===== config.mk =====
export PLATFORM = sky130hd
export DESIGN_NAME = id_ex_stage
export DESIGN_NICKNAME = d
export VERILOG_FILES = /design/src/rtl/id_ex_stage.sv
export SDC_FILE = /design/constraint.sdc
export NUM_CORES = 1
export LEC_CHECK = 0
export CAP_MARGIN = 20
export CORE_AREA = 3 3 158 160
export CTS_CLUSTER_SIZE = 14
export DETAILED_ROUTE_END_ITERATION = 6
export DIE_AREA = 0 0 161 163
export PLACE_DENSITY = 0.6
export SYNTH_ARGS = -nofsm -noshare
export SYNTH_HDL_FRONTEND = slang
export SYNTH_SLANG_ARGS = --single-unit

===== constraint.sdc =====
create_clock -name i_clk -period 2.2 [get_ports i_clk]
set_clock_uncertainty 0.15 [all_clocks]
set_input_delay 0.44 -clock i_clk [delete_from_list [all_inputs] [get_ports i_clk]]
set_output_delay 0.44 -clock i_clk [all_outputs]
set_load 0.1 [all_outputs]

===== src/rtl/id_ex_stage.sv =====
// id_ex_stage: ID/EX pipeline register with operand forwarding muxes and bubble counter
module id_ex_stage #(
    parameter int DW    = 32,
    parameter int RW    = 5,
    parameter int CNT_W = 16
) (
    input  logic             i_clk,
    input  logic             i_rst,
    input  logic             i_stall,
    input  logic             i_flush,
    input  logic             i_valid_ID,
    input  logic [DW-1:0]    i_pc_ID,
    input  logic [DW-1:0]    i_rs_data,
    input  logic [DW-1:0]    i_rt_data,
    input  logic [DW-1:0]    i_imm,
    input  logic [RW-1:0]    i_reg_d,
    input  logic             i_reg_wr,
    input  logic             i_mem_rd,
    input  logic             i_mem_wr,
    input  logic [3:0]       i_alu_op,
    input  logic             i_alu_src,
    input  logic [1:0]       i_forwardA,
    input  logic [1:0]       i_forwardB,
    input  logic [DW-1:0]    i_fwd_EX,
    input  logic [DW-1:0]    i_fwd_MM,
    input  logic [DW-1:0]    i_fwd_WB,
    output logic             o_valid_EX,
    output logic [DW-1:0]    o_pc_EX,
    output logic [DW-1:0]    o_op_a,
    output logic [DW-1:0]    o_op_b,
    output logic [DW-1:0]    o_imm_EX,
    output logic [RW-1:0]    o_reg_d_EX,
    output logic             o_reg_wr_EX,
    output logic             o_mem_rd_EX,
    output logic             o_mem_wr_EX,
    output logic [3:0]       o_alu_op_EX,
    output logic             o_alu_src_EX,
    output logic [CNT_W-1:0] o_bubble_cnt
);
    logic             valid_q, valid_d;
    logic [DW-1:0]    pc_q, pc_d, op_a_q, op_a_d, op_b_q, op_b_d, imm_q, imm_d;
    logic [RW-1:0]    reg_d_q, reg_d_d;
    logic             reg_wr_q, reg_wr_d, mem_rd_q, mem_rd_d, mem_wr_q, mem_wr_d;
    logic [3:0]       alu_op_q, alu_op_d;
    logic             alu_src_q, alu_src_d;
    logic [CNT_W-1:0] cnt_q, cnt_d;
    logic [DW-1:0]    fwd_a, fwd_b;
    logic             bubble;

    // Forward muxes, bubble decision and next-state values; a bubble zeroes every field
    always_comb begin
        fwd_a     = i_forwardA[1] ? (i_forwardA[0] ? i_fwd_WB : i_fwd_MM)
                                  : (i_forwardA[0] ? i_fwd_EX : i_rs_data);
        fwd_b     = i_forwardB[1] ? (i_forwardB[0] ? i_fwd_WB : i_fwd_MM)
                                  : (i_forwardB[0] ? i_fwd_EX : i_rt_data);
        bubble    = i_flush | i_stall | ~i_valid_ID;
        valid_d   = ~bubble;
        pc_d      = bubble ? '0 : i_pc_ID;
        op_a_d    = bubble ? '0 : fwd_a;
        op_b_d    = bubble ? '0 : fwd_b;
        imm_d     = bubble ? '0 : i_imm;
        reg_d_d   = bubble ? '0 : i_reg_d;
        reg_wr_d  = ~bubble & i_reg_wr;
        mem_rd_d  = ~bubble & i_mem_rd;
        mem_wr_d  = ~bubble & i_mem_wr;
        alu_op_d  = bubble ? '0 : i_alu_op;
        alu_src_d = ~bubble & i_alu_src;
        cnt_d     = ((i_stall | i_flush) && cnt_q != {CNT_W{1'b1}})
                    ? cnt_q + {{(CNT_W-1){1'b0}}, 1'b1} : cnt_q;
    end

    // Pipeline register; reset clears everything including the bubble counter
    always_ff @(posedge i_clk) begin
        if (i_rst) begin
            valid_q   <= 1'b0;
            pc_q      <= '0;
            op_a_q    <= '0;
            op_b_q    <= '0;
            imm_q     <= '0;
            reg_d_q   <= '0;
            reg_wr_q  <= 1'b0;
            mem_rd_q  <= 1'b0;
            mem_wr_q  <= 1'b0;
            alu_op_q  <= '0;
            alu_src_q <= 1'b0;
            cnt_q     <= '0;
        end else begin
            valid_q   <= valid_d;
            pc_q      <= pc_d;
            op_a_q    <= op_a_d;
            op_b_q    <= op_b_d;
            imm_q     <= imm_d;
            reg_d_q   <= reg_d_d;
            reg_wr_q  <= reg_wr_d;
            mem_rd_q  <= mem_rd_d;
            mem_wr_q  <= mem_wr_d;
            alu_op_q  <= alu_op_d;
            alu_src_q <= alu_src_d;
            cnt_q     <= cnt_d;
        end
    end

    assign o_valid_EX   = valid_q;
    assign o_pc_EX      = pc_q;
    assign o_op_a       = op_a_q;
    assign o_op_b       = op_b_q;
    assign o_imm_EX     = imm_q;
    assign o_reg_d_EX   = reg_d_q;
    assign o_reg_wr_EX  = reg_wr_q;
    assign o_mem_rd_EX  = mem_rd_q;
    assign o_mem_wr_EX  = mem_wr_q;
    assign o_alu_op_EX  = alu_op_q;
    assign o_alu_src_EX = alu_src_q;
    assign o_bubble_cnt = cnt_q;
endmodule


==> impl_metrics.ini <==
[run_status]
status = completed

[timing]
finalSetupViolCount = 0
period_needed_ns = 2.03
hold_violations = 0
rsz0062_at_grt = no
worstMarginPinSlew_ns = 0.441
fmax_ghz = 0.493
worst_slack_ns = 0.173
hold_slack_ns = 0.353
post-route-period-util = 0.921
maxSlewHeadroom = 0.706
drv_slew = 0

[grt]
grt_pass1_vias = 5355
grt_start_max_net_pins = 44
antenna_found_initial = 0
grt-ovfl-total = 0
grt_usage = 0.158
grt_pass1_wl_mm = 31.5

[drt]
wire_per_inst_um = 17.5
vias = 5231
routed_wl_mm = 21.4
drt-vias-per-instance = 4.28
drt_first_pass_iters = 4
drt-initial-drc-count = 178
drc = 0
ant_nets = 0

[min_path]
whs_path_depth = 2
hold_end = o_bubble_cnt[11]
min_from = o_bubble_cnt[11]
hold_path.class = reg -> reg

[final_layout]
synthToLayoutAreaGrowth_pct = 77.5
nNetsFinal = 1137
finalNonFillerCells = 1222
utilization = 0.462
antennaDiodeCount = 0
drive_above_1_share = 0.337

[pwr]
power_density_mw_per_mm2 = 656
p_switching_uw = 2020
total_leakage_power_uw = 0.00449
cell_internal_pwr_uw = 5110
combPwrFrac = 0.183
p_clk_frac = 0.407
swShare = 0.284
seqPwrFrac = 0.410
irDropWorstVdd_mv = 0.354

[placed_design]
gp_congestion = 0.771
dp.cells = 1190
hpwl_mm = 17.2
port_buffers = 403
post-place-ws_ns = -0.247

[cts]
root_buffer = clkbuf_16
cts_sinks = 158
clk_latency_ns = 0.42
cts-hold-fix-buffers = 0
cts_setup_buffers = 0
numCtsBuffers = 17
htree_num_levels = 4
cts_tree = yes
cts_resized = 0
path_clk_slew_ns = 0.07
clockBufferDepth = 2

[synthesis]
synth_area_mm2 = 0.00613
synth_cells = 477
ys_seq_elements = 158
synth_top_area_share = 0.516
seq_area_frac_synth = 0.516
yosysTopAreaCell = dfxtp_1
syn_nets = 724
synth_area_leaders = dfxtp_1 52%, mux4_2 24%, and2_1 14%, clkbuf_1 1.7%, nor2_1 0.92%
synth_warnings = 0
syn_area_per_cell_um2 = 12.9
synth.distinct_cells = 33

[setup_path]
r2r_slack_ns = 0.36
critPathMaxFanout = 9
start_kind = input port
cpPeakStageDelay_ns = 0.60
r2r_end = o_bubble_cnt[15]
required_ns = 2.35
path_cells = clkdlybuf4s50_1 > o2111a_1 > nand2_1 > nor4bb_1 > mux2_2
crit_arrival_ns = 2.18
rr_startpoint = o_bubble_cnt[4]
cp-end-kind = register
crit_type = in -> reg
rr_worst_depth = 4
cpMaxStageDelayCell = clkdlybuf4s50_1

[die]
die_area_mm2 = 0.0262
core_mm2 = 0.0235
die_w_um = 161
ios = 404
start_util = 0.260
die_h_um = 163
row_count = 56

[run]
maxCapViolations = 0
-- flip-flops by register name (all words and copies together), names as in the netlist, 4 cells and up --
| register | flops |
|---|---|
| o_imm_EX | 32 |
| o_op_a | 32 |
| o_op_b | 32 |
| o_pc_EX | 32 |
| o_bubble_cnt | 16 |
| o_reg_d_EX | 5 |
| o_alu_op_EX | 4 |
-- cells in the mapped netlist (all sizes together) --
library cell,count
nand2b,2
o2111a,1
and2,141
nor4bb,2
buf,8
nand4,5
a21oi,8
a311oi,1
or3,2
o41ai,1
nor3,5
nor4,1
ha,1
or4b,1
or4,4
inv,2
and4,1
nor4b,1
clkbuf,27
and3,2
o21ai,3
mux4,64
o31a,1
mux2,4
o2111ai,1
o31ai,4
nand3,2
nand2,4
mux2i,1
nor2,15
dfxtp,158
nor2b,4
-- worst max-delay path, delay by kind of cell --
| kind | cells | cell delay, ns |
|---|---|---|
| multiplexers | 1 | 0.37 |
| AND/OR/NAND/NOR | 2 | 0.53 |
| buffers and inverters | 1 | 0.60 |
| AO/OA/AOI/OAI | 1 | 0.25 |
-- power groups by stage --
stage / clock network, uW / registers, uW / logic, uW
floorplan: 0 / 3370 / 306
global placement: 0 / 3000 / 1310
detailed placement: 0 / 3000 / 1320
CTS: 3020 / 2930 / 1320
global route: 3140 / 2930 / 1370
finish: 2900 / 2930 / 1300
-- area by class of cell --
class / instances / area (um2)
sequential: 158 / 3180
inverter: 2 / 7.51
clock buffer: 17 / 425
tap: 319 / 399
clock inverter: 15 / 165
fill: 2245 / 12700
multi-input combinational: 282 / 2830
timing repair buffer: 429 / 3880
-- worst max path at each step --
stage | cells after the start | start | to | slack, ns
2_1_floorplan | 5 | o_bubble_cnt[1] | o_bubble_cnt[14] | 0.005
3_3_place_gp | 5 | i_flush | o_bubble_cnt[15] | -0.19
3_5_place_dp | 5 | i_flush | o_bubble_cnt[15] | -0.25
4_1_cts | 5 | i_flush | o_bubble_cnt[15] | 0.20
5_1_grt | 5 | i_flush | o_bubble_cnt[15] | 0.10
6_report | 5 | i_flush | o_bubble_cnt[15] | 0.17
-- metal layers --
metal	part of all wire	routed length [um]	track usage	up-vias
met1	0.37	7850	0.167	2417
met4	0.0094	200	0.0391	0
met3	0.11	2250	0.0699	13
li1	-	-	-	2525
met2	0.52	11100	0.287	276
met5	0	0	0	-
-- metrics by stage --
step | power (uW) | setup TNS [ns] | instance area [um2]
after floorplan | 3680 | 0 | 6150
after global placement | 4310 | -1.26 | 10300
after detailed placement | 4310 | -1.66 | 10300
after CTS | 7270 | 0 | 10900
after global routing | 7440 | 0 | 10900
final | 7140 | 0 | 10900
-- cell families after synthesis --
family,Yosys count,synth area share
adder cells (fa/ha/maj),1,0.00204
buffers and inverters,37,0.0243
multiplexers,69,0.244
AO/OA/AOI/OAI,20,0.0214
flip-flops,158,0.516
AND/OR/NAND/NOR,192,0.192
-- cells in the final DEF (no fill, tap or decap), types with 3 or more instances in the layout --
cell               n
dfxtp_2           16
clkbuf_16         17
nand2_1            4
buf_4            179
and2_1           141
dfxtp_1          142
buf_12             5
nand4_1            5
buf_2              4
nor2_1            15
or4_1              4
o31ai_1            4
clkdlybuf4s50_1  241
nor3_1             5
mux4_2            64
clkinv_8           4
a21oi_1            8
o21ai_0            3
inv_6              6
nor2b_1            4
No activity file was read; power rests on OpenSTA's default activity.
